`src/rtl/debug_uart_reporter_if.sv`:
```
// Bundle of the capture controls and UART/status outputs of debug_uart_reporter.
// The master side drives the controls; the slave side is the reporter itself.
interface debug_uart_reporter_if #(
  parameter int FIFO_DEPTH = 8,
  parameter int DATA_WIDTH = 16
) ();
  localparam int CountWidth = $clog2(FIFO_DEPTH) + 1;

  logic                  enable;
  logic [DATA_WIDTH-1:0] debug_in;
  logic                  clr_overflow;
  logic                  tx;
  logic                  busy;
  logic                  overflow;
  logic [CountWidth-1:0] fifo_count;

  modport master (
    output enable, debug_in, clr_overflow,
    input  tx, busy, overflow, fifo_count
  );

  modport slave (
    input  enable, debug_in, clr_overflow,
    output tx, busy, overflow, fifo_count
  );
endinterface

```
`src/rtl/debug_uart_reporter.sv`:
```
// Watches the core's debug word, queues every change and streams each queued
// word off-chip as an 8N1 UART frame A5, word[15:8], word[7:0].
module debug_uart_reporter #(
  parameter int CLKS_PER_BIT = 868,
  parameter int FIFO_DEPTH   = 8,
  parameter int DATA_WIDTH   = 16
) (
  input logic                  clk_i,
  input logic                  rst_ni,
  debug_uart_reporter_if.slave bus
);
  localparam int PtrWidth   = $clog2(FIFO_DEPTH);
  localparam int CountWidth = PtrWidth + 1;
  localparam int BaudWidth  = $clog2(CLKS_PER_BIT);
  localparam logic [BaudWidth-1:0]  BaudLast  = BaudWidth'(CLKS_PER_BIT - 1);
  localparam logic [CountWidth-1:0] CountFull = CountWidth'(FIFO_DEPTH);
  localparam logic [7:0]            SyncByte  = 8'hA5;

  typedef enum logic [1:0] {StIdle, StStart, StData, StStop} txState_e;

  logic [1:0]            rstSync_q;
  logic [DATA_WIDTH-1:0] prev_q;
  logic [DATA_WIDTH-1:0] mem_q [FIFO_DEPTH];
  logic [PtrWidth-1:0]   wrPtr_q, rdPtr_q;
  logic [CountWidth-1:0] count_q;
  logic                  overflow_q;

  txState_e              state_q, state_d;
  logic [BaudWidth-1:0]  baud_q, baud_d;
  logic [2:0]            bitIdx_q, bitIdx_d;
  logic [1:0]            byteIdx_q, byteIdx_d;
  logic [7:0]            shift_q, shift_d;
  logic [DATA_WIDTH-1:0] frame_q, frame_d;
  logic                  tx_q, tx_d;

  logic changeSeen, pop, full, pushOk, dropped, baudDone;

  // Stage 0 of the release chain gates capture; stage 1 gates the transmitter.
  assign changeSeen = bus.enable & rstSync_q[0] & (bus.debug_in != prev_q);
  assign pop        = (state_q == StIdle) & (count_q != '0) & rstSync_q[1];
  assign full       = (count_q == CountFull);
  assign pushOk     = changeSeen & (~full | pop);
  assign dropped    = changeSeen & full & ~pop;
  assign baudDone   = (baud_q == BaudLast);

  always_ff @(posedge clk_i or negedge rst_ni) begin
    if (!rst_ni) begin
      rstSync_q  <= '0;
      prev_q     <= '0;
      wrPtr_q    <= '0;
      rdPtr_q    <= '0;
      count_q    <= '0;
      overflow_q <= 1'b0;
    end else begin
      rstSync_q <= {rstSync_q[0], 1'b1};
      if (changeSeen) prev_q <= bus.debug_in;
      if (pushOk) wrPtr_q <= wrPtr_q + PtrWidth'(1);
      if (pop) rdPtr_q <= rdPtr_q + PtrWidth'(1);
      count_q <= count_q + CountWidth'(pushOk) - CountWidth'(pop);
      if (dropped) overflow_q <= 1'b1;
      else if (bus.clr_overflow) overflow_q <= 1'b0;
    end
  end

  always_ff @(posedge clk_i) begin
    if (pushOk) mem_q[wrPtr_q] <= bus.debug_in;
  end

  always_ff @(posedge clk_i or negedge rst_ni) begin
    if (!rst_ni) begin
      state_q   <= StIdle;
      baud_q    <= '0;
      bitIdx_q  <= '0;
      byteIdx_q <= '0;
      shift_q   <= '0;
      frame_q   <= '0;
      tx_q      <= 1'b1;
    end else begin
      state_q   <= state_d;
      baud_q    <= baud_d;
      bitIdx_q  <= bitIdx_d;
      byteIdx_q <= byteIdx_d;
      shift_q   <= shift_d;
      frame_q   <= frame_d;
      tx_q      <= tx_d;
    end
  end

  // tx_d is the line level for the state being entered, keeping tx registered.
  always_comb begin
    state_d   = state_q;
    baud_d    = baud_q + BaudWidth'(1);
    bitIdx_d  = bitIdx_q;
    byteIdx_d = byteIdx_q;
    shift_d   = shift_q;
    frame_d   = frame_q;
    tx_d      = tx_q;
    case (state_q)
      StIdle: begin
        baud_d = '0;
        tx_d   = 1'b1;
        if (pop) begin
          frame_d   = mem_q[rdPtr_q];
          byteIdx_d = '0;
          shift_d   = SyncByte;
          tx_d      = 1'b0;
          state_d   = StStart;
        end
      end
      StStart: begin
        if (baudDone) begin
          baud_d   = '0;
          bitIdx_d = '0;
          tx_d     = shift_q[0];
          state_d  = StData;
        end
      end
      StData: begin
        if (baudDone) begin
          baud_d = '0;
          if (bitIdx_q == 3'd7) begin
            tx_d    = 1'b1;
            state_d = StStop;
          end else begin
            bitIdx_d = bitIdx_q + 3'd1;
            shift_d  = shift_q >> 1;
            tx_d     = shift_q[1];
          end
        end
      end
      StStop: begin
        if (baudDone) begin
          baud_d = '0;
          if (byteIdx_q < 2'd2) begin
            byteIdx_d = byteIdx_q + 2'd1;
            shift_d   = (byteIdx_q == 2'd0) ? frame_q[15:8] : frame_q[7:0];
            tx_d      = 1'b0;
            state_d   = StStart;
          end else begin
            tx_d    = 1'b1;
            state_d = StIdle;
          end
        end
      end
      default: begin
        baud_d  = '0;
        tx_d    = 1'b1;
        state_d = StIdle;
      end
    endcase
  end

  assign bus.tx         = tx_q;
  assign bus.busy       = (state_q != StIdle) | (count_q != '0);
  assign bus.overflow   = overflow_q;
  assign bus.fifo_count = count_q;
endmodule

```
`src/flat_wrapper.sv`:
```
// flat-port wrapper written by rule: the top's interface ports become plain ports
module debug_uart_reporter_flat 
#(
  parameter int CLKS_PER_BIT = 868,
  parameter int FIFO_DEPTH   = 8,
  parameter int DATA_WIDTH   = 16
)
  (clk_i, rst_ni, bus_enable, bus_debug_in, bus_clr_overflow, bus_tx, bus_busy, bus_overflow, bus_fifo_count);
  debug_uart_reporter_if #(.FIFO_DEPTH(FIFO_DEPTH), .DATA_WIDTH(DATA_WIDTH)) bus_i ();
  input logic clk_i;
  input logic rst_ni;
  input wire logic [$bits(bus_i.enable)-1:0] bus_enable;
  input wire logic [$bits(bus_i.debug_in)-1:0] bus_debug_in;
  input wire logic [$bits(bus_i.clr_overflow)-1:0] bus_clr_overflow;
  output wire logic [$bits(bus_i.tx)-1:0] bus_tx;
  output wire logic [$bits(bus_i.busy)-1:0] bus_busy;
  output wire logic [$bits(bus_i.overflow)-1:0] bus_overflow;
  output wire logic [$bits(bus_i.fifo_count)-1:0] bus_fifo_count;
  assign bus_i.enable = bus_enable;
  assign bus_i.debug_in = bus_debug_in;
  assign bus_i.clr_overflow = bus_clr_overflow;
  assign bus_tx = bus_i.tx;
  assign bus_busy = bus_i.busy;
  assign bus_overflow = bus_i.overflow;
  assign bus_fifo_count = bus_i.fifo_count;
  debug_uart_reporter #(.CLKS_PER_BIT(CLKS_PER_BIT), .FIFO_DEPTH(FIFO_DEPTH), .DATA_WIDTH(DATA_WIDTH)) u_core (.clk_i(clk_i), .rst_ni(rst_ni), .bus(bus_i));
endmodule
```
`config.mk`:
```
export PLATFORM = sky130hd
export DESIGN_NAME = debug_uart_reporter_flat
export DESIGN_NICKNAME = d
export VERILOG_FILES = /design/src/rtl/debug_uart_reporter_if.sv /design/src/rtl/debug_uart_reporter.sv /design/src/flat_wrapper.sv
export SDC_FILE = /design/constraint.sdc
export NUM_CORES = 1
export LEC_CHECK = 0
export CELL_PAD_IN_SITES_DETAIL_PLACEMENT = 0
export CELL_PAD_IN_SITES_GLOBAL_PLACEMENT = 1
export CORE_ASPECT_RATIO = 0.75
export CORE_MARGIN = 4
export CORE_UTILIZATION = 45
export DETAILED_ROUTE_END_ITERATION = 12
export PLACE_DENSITY = 0.74
export RECOVER_POWER = 100
export SYNTH_ARGS = -nofsm -noshare
export SYNTH_HDL_FRONTEND = slang
export SYNTH_SLANG_ARGS = --single-unit
```
`constraint.sdc`:
```
create_clock -name clk_i -period 5.8 [get_ports clk_i]
set_input_delay 1.16 -clock clk_i [delete_from_list [all_inputs] [get_ports clk_i]]
set_output_delay 1.16 -clock clk_i [all_outputs]
set_load 0.01 [all_outputs]
```
### Word-level counts from Yosys, hierarchy flattened

Memory sizes are Yosys's and may differ from the RTL's. A register that Yosys moved wholly into a read port is not among the register bits.
Index checks and enable logic that the tools add are counted.

* add/sub/neg operators: 7
* $lt $le $gt $ge: 1
* equality and inequality tests: 14
* mux-type cells: 35
* bitwise logic cells: 11
* reductions and logical operators: 16

Operator list (number)
* 2-to-1 mux 8 bit: 6
* case mux 8 bit (3 select lines): 1
* case mux 10 bit (2 select lines): 1
* 2-to-1 mux 2 bit: 8
* != test 16 bit: 1
* != test 2 x 1 -> 1 bit, second input constant: 6
* 2-to-1 mux 1 bit: 11
* adder 10 x 1 -> 10 bit, second input constant: 1
* == test 10 bit, second input constant: 1
* 2-to-1 mux 10 bit: 1
* adder 3 x 1 -> 3 bit, second input constant: 3
* 2-to-1 mux 3 bit: 3
* case mux 2 bit (4 select lines): 1
* AND reduction 4 bit: 2
* nonzero test 2 bit: 4
* AND 1 bit: 7
* case mux 3 bit (2 select lines): 1
* AND reduction 6 bit: 1
* AND reduction 5 bit: 1
* adder 4 x 1 -> 4 bit: 1
* == test 2 bit, second input constant: 2
* == test 4 bit, second input constant: 1
* zero test 2 bit: 2
* case mux 1 bit (4 select lines): 1
* other kinds (15): 17

* register bits after elaboration: 55
* RAM bits: 128
* input bits: 20
* output and inout port bits: 7
* word-level logic and storage cells: 97
* memories kept: 1

Memories
* u_core.mem_q: depth 8, bits a word 16, rd ports 1, clocked after memory_dff 1, wr ports 1, RTL line debug_uart_reporter.sv:23 `logic [DATA_WIDTH-1:0] mem_q [FIFO_DEPTH];`

### Longest topological paths before layout

* depth in word-level cells: 7
* depth in mapped cells: 12
* depth with buffers taken out: 11

### Worst setup path before layout

No wires, ideal clock.

* kind: input-to-reg
* start point: in bus_debug_in[0]
* end point: mem u_core.mem_q[4][0] (enable)
* library setup time: 0.430 ns
* data arrival time: 3.261 ns
* setup slack: 2.109 ns
* stages on the path: 5
* cell sequence: xor2_1 > nor4_1 > nand4_1 > nand3_1 > nor4_1

* word-level cells in the longest chain between the ends: 5

Ends and longest elaborated chain
* from (decl): RTL line flat_wrapper.sv:13 `input wire logic [$bits(bus_i.debug_in)-1:0] bus_debug_in;`
* != test 16 bit: RTL line debug_uart_reporter.sv:39 `assign changeSeen = bus.enable & rstSync_q[0] & (bus.debug_in != prev_q);`
* AND 1 bit: RTL line debug_uart_reporter.sv:39
* AND 1 bit: RTL line debug_uart_reporter.sv:42 `assign pushOk = changeSeen & (~full | pop);`
* 2-to-1 mux 1 bit: RTL line debug_uart_reporter.sv:66 `if (pushOk) mem_q[wrPtr_q] <= bus.debug_in;`
* 2-to-1 mux 1 bit (implied by the code): RTL line debug_uart_reporter.sv:66
* to (decl): RTL line debug_uart_reporter.sv:23

No other way between the ends.

### Final worst setup path

* start point: in bus_debug_in[8]
* end point: mem u_core.mem_q[6][10] (enable)

Same word-level chain as after synthesis.

==> flow_metrics.tcl <==
set metrics [dict create \
    cts_inserted_buffers 17 \
    combPwrFrac_pct 25.9 \
    skew_ns 0.0157 \
    synthMostInstantiatedCell "edfxtp_1" \
    vias 4267 \
    clock_sinks 199 \
    yosysSeqAreaShare_pct 67.6 \
    syn_area_sq_um 8320 \
    cp-end-kind "flip-flop" \
    layout.nets 585 \
    routed_wl_mm 15.4 \
    p_per_area_nw_per_um2 457 \
    post-route-period-util_pct 70.1 \
    swShare_pct 31.6 \
    diodes 0 \
    post-dp-hpwl_mm 9.67 \
    hold_start "u_core.rstSync_q[0]" \
    power.total_mw 4.30 \
    cts_max_level 4 \
    crit_arrival_ns 4.08 \
    syn-num-nets 557 \
    initial_core_util_pct 46.4 \
    seqPwrFrac_pct 45.5 \
    grt-ovfl-total 0 \
    die_area_sq_um 20800 \
    crit-reg2reg-launch "u_core.bus.fifo_count[2]" \
    cts_setup_buffers 0 \
    period_minus_slack_ns 4.07 \
    path_max_fanout 16 \
    timing.rr.end "u_core.bus.fifo_count[2]" \
    antenna_left 0 \
    power_leakage_nw 3.51 \
    seq_area_sq_um 5620 \
    path_class "in -> reg" \
    clockBufferDepth 2 \
    violations "capacitance limit, slew limit" \
    post_drt_wl_per_cell_um 19.3 \
    synthArstFlopShare_pct 35.7 \
    numPortBuffers 26 \
    ios 27 \
    rsz0062_at_grt "false" \
    irDropWorstVdd_v 0.000196 \
    yosysUniqueCellTypes 46 \
    drive_gt1_share_pct 15.9 \
    yosysTopAreaCell "edfxtp_1" \
    hold_class "reg -> reg" \
    die_x_um 165 \
    grt_pass1_vias 4458 \
    fmax_mhz 246 \
    status "finished with violations" \
    fin_setup_tns_ns 0 \
    fillers 1440 \
    clock_latency_ns 0.43 \
    drv_cap 4 \
    clock_power_share_pct 28.6 \
    dieHeight_um 126 \
    r2r_cells 11 \
    synthCells 519 \
    ctsRootBufferMaster "clkbuf_16" \
    ys_top_cells_by_count "edfxtp_1 (128), dfrtp_1 (70), nand2_1 (42)" \
    cts_resized 0 \
    min_to "u_core.rstSync_q[1]" \
    synth_top_cell_area_share_pct 46.2 \
    ys.flop_type "edfxtp_1" \
    drtIter0Drc 252 \
    tightestPinTransition_ns 1.77 \
    ys_top_cells_by_area "edfxtp_1 (46%), dfrtp_1 (21%), mux4_2 (8.7%)" \
    slew_viol_final 68 \
    p_int_mw 2.94 \
    ys_ff_latch 199 \
    max-slew-margin-rel_pct -18.2 \
    grt_pass1_wl_mm 25.3 \
    drt_pre_antenna_iters 4 \
    r2r_slack_ns 1.88 \
    antenna_found_initial 0 \
    drc 0 \
    gp_congestion 0.750 \
    p_switching_mw 1.36 \
    synth.avg_cell_area_sq_um 16.0 \
    cts_tree "built" \
    ys_warn_count 0 \
    worstPathRequired_ns 5.81 \
    cts.hold.buffers_added 0 \
    holdPathStages 0 \
    clk_pin_slew_worst_paths_ns 0.08 \
    grt_max_degree 72 \
    multiInputGateArea_sq_um 2510 \
    dp_slack_ns 1.66 \
    final-setup-viol-count 0 \
    hold_viol_final 0 \
    vias_per_cell 5.32 \
    critPathLaunchType "input pin" \
    worst_slack_ns 1.73 \
    coreArea_sq_um 17900 \
    grt_use_total_pct 16.1 \
    syn_to_final_growth_pct 13.2 \
    synth-edff-count 128 \
    core.rowCount 42 \
]
## area by class of cell
cell class,count,share of cell area [%]
Tap cell,242,3.22
Multi-Input combinational cell,282,26.7
Clock buffer,17,4.52
Timing Repair Buffer,31,3.02
Sequential cell,199,59.7
Clock inverter,15,2.26
Inverter,16,0.638
## worst max path at each step
stage | from | endpoint | depth (start not counted)
after detailed placement | bus_debug_in[15] | u_core.bus.fifo_count[2] | 9
after CTS | bus_debug_in[15] | u_core.bus.fifo_count[2] | 9
after global placement | bus_debug_in[8] | u_core.mem_q[6][11] | 6
after global routing | bus_debug_in[8] | u_core.mem_q[6][10] | 6
after floorplan | bus_debug_in[0] | u_core.mem_q[4][0] | 5
final | bus_debug_in[8] | u_core.mem_q[6][10] | 6
## per-layer routing
metal / GRT usage, % / up-vias / part of all wire [%]
met5: 0 / - / 0
met4: 4.40 / 0 / 0.59
met3: 3.14 / 6 / 4.1
met2: 23.9 / 70 / 49
met1: 24.3 / 2186 / 47
li1: - / 2005 / -
## critical path: stages
cell	delay, ns
dlygate4sd3_1	0.73
xor2_1	0.27
nor4_1	0.11
nand4_1	0.20
nand3_1	0.23
nor2_1	1.37
## cell families (layout without fill, tap and decap cells)
kind of cell | count (synthesis) | count (layout) | share of synthesized area [%]
DFF | 199 | 199 | 67.6
and+or+nand+nor | 100 | 100 | 5.52
muxes | 75 | 75 | 14.7
AOI/OAI and AO/OA | 58 | 58 | 4.24
buffers and inverters | 38 | 79 | 2.03
xor gates and xnor gates | 30 | 30 | 3.16
adders and majority gates | 18 | 18 | 2.80
other | 1 | 1 | 0.0451
## registers in the layout, summed over array words and instances (netlist names), 2 cells and up
register and flops:
u_core.mem_q 128, u_core.shift_q 8, u_core.bus.fifo_count 4, u_core.frame_q 16, u_core.baud_q 10, u_core.byteIdx_q 2, u_core.bitIdx_q 3, u_core.rstSync_q 2
u_core.rdPtr_q 3, u_core.state_q 2, u_core.prev_q 16, u_core.wrPtr_q 3
## power groups by stage
stage               Combinational, mW  Sequential, mW  Clock, mW
floorplan                       0.908            1.87          0
global placement                 1.14            1.99          0
detailed placement               1.15            2.00          0
CTS                              1.17            1.97       1.26
global route                     1.24            2.00       1.33
finish                           1.12            1.96       1.23
## metrics by stage
| stage | utilization, % | hold slack (ns) | cell area (sq um) | cells |
|---|---|---|---|---|
| floorplan | - | 0.354 | 8320 | 519 |
| global placement | 49.4 | 0.396 | 8860 | 770 |
| detailed placement | 49.4 | 0.408 | 8860 | 770 |
| CTS | 53.0 | 0.429 | 9500 | 802 |
| global route | 52.6 | 0.442 | 9420 | 802 |
| finish | 52.6 | 0.439 | 9420 | 802 |
## layout by cell type, fill, tap and decap left out, types with 9 or more instances in the layout
cell and instances:
nand2_1 42, mux2_2 17, clkbuf_16 17, xnor2_1 9, xor2_1 21, nand3_1 12
a21oi_1 9, o21ai_0 29, ha_1 17, dlygate4sd3_1 23, dfrtp_1 69, inv_1 16
nor2_1 21, mux2i_1 18, mux4_2 32, edfxtp_1 128
No activity file was read; power rests on OpenSTA's default activity.
